**src/rtl/if_id_stage.sv**
```systemverilog
// IF/ID pipeline register with a shift-register RAW scoreboard for the 16-bit 5-stage core.
// Stalls fetch while a source register is still owned by an in-flight writer, since no forwarding path exists.
module if_id_stage #(
  parameter int          SB_DEPTH  = 3,
  parameter logic [15:0] NOP_INSTR = 16'h0800,
  parameter logic [4:0]  HALT_OPC  = 5'b00000
) (
  input  logic        clk,
  input  logic        rst,
  input  logic [15:0] instruction,
  input  logic [15:0] PC_incr,
  input  logic        flush,
  input  logic [2:0]  id_rs,
  input  logic [2:0]  id_rt,
  input  logic        id_rs_used,
  input  logic        id_rt_used,
  input  logic [2:0]  id_rd,
  input  logic        id_reg_write,
  output logic [15:0] instr_id,
  output logic [15:0] PC_incr_id,
  output logic        valid_id,
  output logic        hazard,
  output logic [15:0] instruction_fb,
  output logic [15:0] PC_added_fb,
  output logic        halted,
  output logic [15:0] stall_cycles
);

  typedef enum logic [0:0] {
    ST_RUN  = 1'b0,
    ST_HALT = 1'b1
  } state_e;

  state_e              state_r;
  logic [15:0]         instr_r;
  logic [15:0]         pc_r;
  logic                valid_r;
  logic [15:0]         stall_r;
  logic [SB_DEPTH-1:0] sb_v_r;
  logic [2:0]          sb_rd_r [SB_DEPTH];

  logic rs_match_s;
  logic rt_match_s;
  logic hazard_s;
  logic halt_now_s;

  // Scoreboard lookup, stall request and HALT detection
  always_comb begin
    rs_match_s = 1'b0;
    rt_match_s = 1'b0;
    for (int i = 0; i < SB_DEPTH; i++) begin
      rs_match_s = rs_match_s | (sb_v_r[i] & (sb_rd_r[i] == id_rs));
      rt_match_s = rt_match_s | (sb_v_r[i] & (sb_rd_r[i] == id_rt));
    end
    hazard_s   = valid_r & (state_r == ST_RUN) &
                 ((id_rs_used & rs_match_s) | (id_rt_used & rt_match_s));
    halt_now_s = valid_r & (instr_r[15:11] == HALT_OPC) & ~flush & ~hazard_s;
  end

  // Pipeline register, scoreboard shift, stall counter and run/halt state
  always_ff @(posedge clk) begin
    if (rst) begin
      state_r <= ST_RUN;
      instr_r <= NOP_INSTR;
      pc_r    <= 16'h0000;
      valid_r <= 1'b0;
      stall_r <= 16'h0000;
      sb_v_r  <= '0;
      for (int i = 0; i < SB_DEPTH; i++) begin
        sb_rd_r[i] <= 3'd0;
      end
    end else begin
      // Older writers always age by one slot; only slot0 depends on the state
      for (int i = 1; i < SB_DEPTH; i++) begin
        sb_v_r[i]  <= sb_v_r[i-1];
        sb_rd_r[i] <= sb_rd_r[i-1];
      end
      case (state_r)
        ST_RUN: begin
          if (flush) begin
            instr_r    <= NOP_INSTR;
            pc_r       <= 16'h0000;
            valid_r    <= 1'b0;
            sb_v_r[0]  <= 1'b0;
            sb_rd_r[0] <= 3'd0;
          end else if (hazard_s) begin
            sb_v_r[0]  <= 1'b0;
            sb_rd_r[0] <= 3'd0;
            stall_r    <= (stall_r == 16'hFFFF) ? stall_r : stall_r + 16'd1;
          end else begin
            instr_r    <= instruction;
            pc_r       <= PC_incr;
            valid_r    <= 1'b1;
            sb_v_r[0]  <= valid_r & id_reg_write;
            sb_rd_r[0] <= id_rd;
          end
          state_r <= halt_now_s ? ST_HALT : ST_RUN;
        end
        ST_HALT: begin
          sb_v_r[0]  <= 1'b0;
          sb_rd_r[0] <= 3'd0;
          state_r    <= ST_HALT;
        end
        default: begin
          sb_v_r[0]  <= 1'b0;
          sb_rd_r[0] <= 3'd0;
          state_r    <= ST_RUN;
        end
      endcase
    end
  end

  assign instr_id       = instr_r;
  assign PC_incr_id     = pc_r;
  assign valid_id       = valid_r;
  assign hazard         = hazard_s;
  assign instruction_fb = instr_r;
  assign PC_added_fb    = pc_r;
  assign halted         = (state_r == ST_HALT);
  assign stall_cycles   = stall_r;

endmodule
```
**config.mk**
```make
export PLATFORM = sky130hd
export DESIGN_NAME = if_id_stage
export DESIGN_NICKNAME = d
export VERILOG_FILES = /design/src/rtl/if_id_stage.sv
export SDC_FILE = /design/constraint.sdc
export NUM_CORES = 1
export LEC_CHECK = 0
export CORE_MARGIN = 8
export CORE_UTILIZATION = 37
export CTS_CLUSTER_SIZE = 8
export DETAILED_ROUTE_END_ITERATION = 10
export HOLD_SLACK_MARGIN = 0.08
export MAX_ROUTING_LAYER = met4
export PLACE_DENSITY = 0.76
export SETUP_SLACK_MARGIN = 0.5
export SLEW_MARGIN = 30
export SYNTH_ARGS = -nofsm -noshare
export SYNTH_HDL_FRONTEND = slang
export SYNTH_SLANG_ARGS = --single-unit
```
**constraint.sdc**
```tcl
create_clock -name clk -period 1.7 [get_ports clk]
set_input_delay 0.255 -clock clk [delete_from_list [all_inputs] [get_ports clk]]
set_output_delay 0.255 -clock clk [all_outputs]
set_load 0.05 [all_outputs]
```
==> results.toml, run 1 <==
[outcome]
status = "complete, but fails checks"
violations = "setup timing"

[floorplan]
core_um2 = 7570
initial_core_util_pct = 37.5
die_area_um2 = 10700
die_x_um = 104
io_pins = 130
die_h_um = 104
fp-row-count = 32

[cts]
h-tree-depth = 3
clk_pin_slew_worst_paths_ns = 0.07
clkSinkCount = 62
cts_tree = "done"
cts_buffers = 9
clk_path_buf_depth = 2
clock_latency_ns = 0.33
clockRootBuffer = "clkbuf_8"

[place]
gp_congestion = 0.839
place_hpwl_um = 6110
portBuffers = 129
place_ws_ns = -0.577

[detailed_routing]
wl_per_cell_um = 18.4
vias = 2616
drt_iter0_drc = 98
drt_pass1_iterations = 4
drc = 0
viasPerCell = 5.01
antenna_left = 0
routed_wirelength_um = 9600

[sta]
final.setup.worst_slack_ns = -0.460
hold_viol = 0
grt_setup_unrepaired = "yes"
drv_slew = 0
final.period_utilization_pct = 127
min_period_ns = 2.16
setup_violations = 53
max_freq_mhz = 463
fin_skew_ns = 0.0109

[finish]
drive_gt1_share_pct = 52.1
antenna_cells = 0
multi_input_area_um2 = 1410
syn2layout_area_growth_pct = 74.6
num-nets-final = 463
fillCellCount = 556
seqCellArea_um2 = 1430

[grt]
grt_antenna_before_repair = 0
grt_remaining_overflow = 0
grt_start_max_net_pins = 24
grt_usage_pct = 16.5
grt_pass1_wl_um = 14100
grt_pass1_vias = 2816

[setup_path]
cp.arrival_ns = 1.91
rr_endpoint = "stall_cycles[11]$_SDFFE_PP0P_"
end_kind = "output port"
ff2ff_path_depth = 11
crit_end = "hazard"
r2r_slack_ns = -0.42
r2r-start = "sb_rd_r[0][7]$_SDFFCE_PN0P_"
cp-start-kind = "register"
critical_path_required_ns = 1.44
path_max_fanout = 3
critPathKind = "register to output port"
critPathLaunch = "sb_rd_r[0][4]$_SDFFCE_PN0P_"

[worst_hold_path]
hold_path.class = "register to register"

[logic_synthesis]
ys_warn_count = 0
ys_types = 38
yosys-top-cells-count = "dfxtp_1, buf_4, a22o_1, xnor2_1"
synthTopCellsByArea = "dfxtp_1, a22o_1, edfxtp_1"
netlist_area_um2 = 2840
synth_top_area_share_pct = 37.3
synth-async-reset-ratio_pct = 0
ys_ff_latch = 62
avgSynthCellArea_um2 = 10.3
synth_enable_flop_cells = 9
ys_seq_area_share_pct = 46.9
syn_inst = 277
ys.flop_type = "dfxtp_1"
synthMostInstantiatedCell = "dfxtp_1"
synth_top_cell_by_area = "dfxtp_1"

[pwr]
p_leak_nw = 2.08
ir_drop_mv = 0.489
power_density_nw_per_um2 = 698
design_power_total_w = 0.00346

[flow_run]
cap_violations = 0
worst max-delay path: stages (launching register included):
cell and delay [ns]:
edfxtp_1 0.45, xnor2_1 0.22, nand4_1 0.15, nand3_2 0.13, a22oi_2 0.08, buf_4 0.15
nor3_4 0.23, buf_12 0.17
logic make-up after synthesis:
family	Yosys count	synth area share, %
simple gates	81	17.5
xor+xnor	18	5.55
buf+inv	49	11.8
flops	62	46.9
other cells	1	0.132
fa+ha+maj	1	0.440
mux	5	1.94
compound gates	60	15.8
worst min-delay path by stage:
| stage | slack (ns) | startpoint | end | cells after the start |
|---|---|---|---|---|
| after global routing | 0.51 | sb_v_r[0]$_SDFF_PP0_ | sb_v_r[1]$_SDFF_PP0_ | 1 |
| after global placement | 0.48 | instr_id[6]$_SDFFE_PP0P_ | instr_id[6]$_SDFFE_PP0P_ | 1 |
| after CTS | 0.48 | instruction[11] | instr_id[11]$_SDFFE_PP1P_ | 3 |
| final | 0.50 | PC_added_fb[8]$_SDFFE_PP0P_ | PC_added_fb[8]$_SDFFE_PP0P_ | 1 |
| after floorplan | 0.39 | instruction[0] | instr_id[0]$_SDFFE_PP0P_ | 1 |
| after detailed placement | 0.48 | PC_added_fb[0]$_SDFFE_PP0P_ | PC_added_fb[0]$_SDFFE_PP0P_ | 1 |
metrics by stage:
step	instances	cell area [µm²]	setup TNS [ns]	hold slack (ns)	utilization (%)
6_report	522	4960	-18.51	0.504	65.6
5_1_grt	522	4960	-23.90	0.511	65.6
4_1_cts	517	4610	-16.69	0.484	61.0
3_5_place_dp	487	4060	-25.09	0.482	53.7
3_3_place_gp	487	4060	-21.43	0.484	53.7
2_1_floorplan	285	3030	-0.308	0.388	-
flip-flops by register name (all words and copies together), names as in the netlist:
signal        cells
stall_cycles     16
sb_v_r            3
sb_rd_r           9
instr_id         16
halted            1
PC_added_fb      16
valid_id          1
layer usage:
layer	global-route usage [%]	routed length, µm	part of all wire (%)
met5	-	0	0
met4	5.88	140	1.5
met3	6.01	712	7.4
met2	27.1	4800	50
met1	18.0	3950	41
power breakdown:
part / internal (W) / switching (W) / leakage, nW
logic: 0.000304 / 0.000356 / 1.43
clock network: 0.000656 / 0.000575 / 0.0989
registers: 0.00151 / 0.0000574 / 0.549
total: 0.00247 / 0.000989 / 2.08
cells in the final DEF (no fill, tap or decap), types with 3 or more instances in the layout:
| cell type | synthesis | routed |
|---|---|---|
| o21ai_0 | 10 | 3 |
| buf_6 | 3 | 71 |
| conb_1 | 1 | 9 |
| nand4_1 | 13 | 13 |
| mux2_4 | 0 | 4 |
| and2_4 | 0 | 3 |
| a22o_1 | 31 | 31 |
| or3_4 | 0 | 4 |
| nand3_1 | 7 | 4 |
| dfxtp_4 | 0 | 16 |
| clkbuf_16 | 0 | 3 |
| nand2b_1 | 4 | 3 |
| nor3_1 | 6 | 4 |
| clkbuf_8 | 0 | 10 |
| buf_12 | 0 | 5 |
| nand3_2 | 1 | 4 |
| a21oi_1 | 13 | 8 |
| o21ai_1 | 0 | 7 |
| a21oi_2 | 0 | 5 |
| nor2_1 | 7 | 7 |
| and2_1 | 7 | 4 |
| a22oi_2 | 2 | 3 |
| xnor2_1 | 18 | 16 |
| or3_1 | 10 | 6 |
| clkdlybuf4s50_1 | 0 | 44 |
| dfxtp_2 | 0 | 30 |
| buf_4 | 33 | 35 |
| nor3_4 | 0 | 3 |
| nor2b_1 | 12 | 11 |
| inv_1 | 4 | 4 |
| edfxtp_1 | 9 | 9 |
| dfxtp_1 | 53 | 7 |
repair_timing:
action / CTS / global route
endpoints found under the setup margin: 73 / 108
gates cloned: 7 / 2
hold buffers: 0 / 0
setup buffers: 7 / 3
pin swaps: 25 / 9
gates resized for setup: 57 / 82
final cells by class:
type / count / area share [%]
clock buffer: 13 / 3.43
clock inverter: 3 / 0.328
timing repair buffer: 164 / 36.1
tap: 102 / 2.57
inverter: 4 / 0.303
multi-input combinational: 174 / 28.4
sequential: 62 / 28.8
No activity file was read; power rests on OpenSTA's default activity.
==> run 2, diff against run 1 <==
Settings changed: ABC_AREA set to 1, CORE_UTILIZATION 37 to 39, CTS_CLUSTER_SIZE 8 to 16, PLACE_DENSITY 0.76 to 0.74, SLEW_MARGIN 30 to unset.
==> run 2 against run 1 <==
Via count up 38%. Clock power grew 21%. Global-route usage up 0.091 points. Final cell count increased by 48%. Critical path depth up 9. Register-to-register slack improved by 0.20 ns. Maximum frequency grew 12%. Non-clock buffer count decreased by 5. The flow still finishes with violations (setup timing).
==> results.toml, run 2 <==
[finish]
final_cell_mix = "inv_1, nand2_1, buf_6, nor2_1, clkdlybuf4s50_1"
fillCellCount = 797
antenna_cells = 0
num-nets-final = 702
finalCoreUtilization_pct = 62.8
syn2layout_area_growth_pct = 57.9
mostFrequentLayoutCell = "inv_1"
fin_cells = 770
drive_gt1_share_pct = 41.9

[sta]
fin_skew_ns = 0.0122
drv_slew = 0
hold_viol = 0
final.setup.worst_slack_ns = -0.224
grt_setup_unrepaired = "yes"
min_period_ns = 1.92
hold_slack_ns = 0.275
max_freq_mhz = 520
final.period_utilization_pct = 113
setup_violations = 52

[logic_synthesis]
synth_top_family_by_area = "simple AND/OR/NAND/NOR gates"
ys_types = 29
synth-adder-area-share_pct = 0.345
avgSynthCellArea_um2 = 6.90
synth_top_area_share_pct = 29.3
syn_inst = 525
synth-xor-area-share_pct = 2.42
netlist_area_um2 = 3620
synthMostInstantiatedCell = "nand2_1"
yosys-top-cells-count = "nand2_1, inv_1, nor2_1, dfxtp_1, buf_4"
synthTopCellsByArea = "dfxtp_1, nand2_1, inv_1"
ys_ff_latch = 62
ys.flop_type = "dfxtp_1"
synth_top_cell_by_area = "dfxtp_1"
synth-compound-area-share_pct = 9.32
synth_enable_flop_cells = 9
synth_simple_gate_area_share_pct = 30.4
ys_warn_count = 0
synth-async-reset-ratio_pct = 0
synthMuxAreaShare_pct = 0
ys_seq_area_share_pct = 36.7

[pwr]
clkPwrFrac_pct = 38.8
ir_drop_mv = 0.493
p_sw_w = 0.00115
p_leak_nw = 2.55
design_power_total_w = 0.00384
p_comb_share_pct = 20.1
power_density_nw_per_um2 = 670
swShare_pct = 29.8
p_seq_share_pct = 41.1
p_int_w = 0.00269

[detailed_routing]
routed_wirelength_um = 10800
viasPerCell = 4.68
drt_pass1_iterations = 4
drc = 0
wl_per_cell_um = 14.0
antenna_left = 0
drt_iter0_drc = 92
vias = 3607

[cts]
clkSinkCount = 62
clockRootBuffer = "clkbuf_8"
clock_latency_ns = 0.34
cts_tree = "done"
cts_buffers = 9
clk_path_buf_depth = 2
postCtsHoldBufs = 0
clk_pin_slew_worst_paths_ns = 0.08
h-tree-depth = 3

[floorplan]
initial_core_util_pct = 39.8
die_x_um = 112
core_um2 = 9110
die_h_um = 112
io_pins = 130
fp-row-count = 35
die_area_um2 = 12600

[setup_path]
cp.arrival_ns = 2.15
cp.depth = 16
ff2ff_path_depth = 16
critical_path_required_ns = 1.93
crit_family = "simple AND/OR/NAND/NOR gates"
max_stage_delay_ns = 0.42
end_kind = "register"
cp-start-kind = "register"
critPathKind = "register to register"
crit_path_frequent_cell = "nand2_1"
path_max_fanout = 7
crit_chain = "inv_2, nand2_1, nand2_1, nor2_2, nand2_1, nand3_2, nand2_2, nand2_4, buf_4, buf_6, nand3_4, nand2_8, buf_12, buf_16, nand2_1, o21ai_0"
cp_num_buf_inv = 5
r2r_slack_ns = -0.22
cp_slowest_cell = "edfxtp_1"

[flow_run]
cap_violations = 0

[worst_hold_path]
hold_path.class = "primary input to register"
min_path_cells = 4

[grt]
grt_remaining_overflow = 0
grt_pass1_vias = 3519
grt_start_max_net_pins = 36
grt_antenna_before_repair = 0
grt_usage_pct = 16.6
grt_pass1_wl_um = 16700

[outcome]
status = "complete, but fails checks"
violations = "setup timing"

[place]
numPlacedInstances = 736
gp_congestion = 0.954
place_hpwl_um = 7440
place_ws_ns = -0.362
portBuffers = 129
run 2: changes by cell type after synthesis, moves of 7 or more:
cell     before  now
a22o_1       31    0
or3_1        10    0
xnor2_1      18    1
inv_1         4   97
o21ai_2       0   26
nand2_1       3  124
xor2_1        0    9
and2_1        7    0
nor2b_1      12    0
nand4_1      13   21
nor2_1        7   74
run 2: cell families after synthesis:
group | count (synthesis)
other cells | 1
fa+ha+maj | 1
buf+inv | 151
xor+xnor | 10
compound gates | 48
simple gates | 252
flops | 62
run 2: area by class of cell:
| class | count | area (µm²) | area share, % |
|---|---|---|---|
| Clock buffer | 11 | 174 | 3.04 |
| Tap cell | 111 | 139 | 2.43 |
| Inverter | 102 | 387 | 6.76 |
| Sequential cell | 62 | 1420 | 24.8 |
| Timing Repair Buffer | 159 | 1790 | 31.3 |
| Multi-Input combinational cell | 320 | 1750 | 30.6 |
| Clock inverter | 5 | 62.6 | 1.09 |
run 2: worst paths after layout:
check                                            startpoint                           end
worst max-delay path            sb_rd_r[0][5]$_SDFFCE_PN0P_      instr_id[0]$_SDFFE_PP0P_
worst max register to register  sb_rd_r[0][5]$_SDFFCE_PN0P_      instr_id[0]$_SDFFE_PP0P_
worst min-delay path                                    rst  stall_cycles[1]$_SDFFE_PP0P_
worst min register to register         sb_v_r[1]$_SDFF_PP0_          sb_v_r[2]$_SDFF_PP0_
run 2: per-stage QoR:
step	instance area [µm²]	TNS, ns
after floorplan	3730	0
after global placement	4720	-14.68
after detailed placement	4720	-16.02
after CTS	5320	-4.74
after global routing	5720	-12.75
final	5720	-7.86
run 2: what timing repair did:
item                                    in CTS  in global routing
resized for setup                           84                101
endpoints found under the setup margin      88                105
buffers inserted                             8                  6
gates cloned                                 3                  1
pin swaps                                    2                 24
run 2: power groups by stage:
| stage | Combinational (W) | Clock, W | Sequential (W) |
|---|---|---|---|
| after floorplan | 0.000349 | 0 | 0.00171 |
| after global placement | 0.000685 | 0 | 0.00160 |
| after detailed placement | 0.000691 | 0 | 0.00160 |
| after CTS | 0.000729 | 0.00153 | 0.00158 |
| after global routing | 0.000819 | 0.00159 | 0.00158 |
| final | 0.000771 | 0.00149 | 0.00158 |
run 2: routing by layer:
| layer | up-vias | global-route usage [%] | wire [µm] |
|---|---|---|---|
| met2 | 119 | 27.1 | 5200 |
| met3 | 18 | 4.24 | 602 |
| met4 | 0 | 5.13 | 174 |
| met5 | - | - | 0 |
| li1 | 1821 | - | - |
| met1 | 1649 | 19.8 | 4790 |
run 2: worst reg2reg max path, cell delays in order, from the launching register on:
cell and delay [ns]:
edfxtp_1 0.42, inv_2 0.11, nand2_1 0.05, nand2_1 0.08, nor2_2 0.04, nand2_1 0.07
nand3_2 0.08, nand2_2 0.09, nand2_4 0.07, buf_4 0.13, buf_6 0.13, nand3_4 0.08
nand2_8 0.09, buf_12 0.15, buf_16 0.13, nand2_1 0.05, o21ai_0 0.07
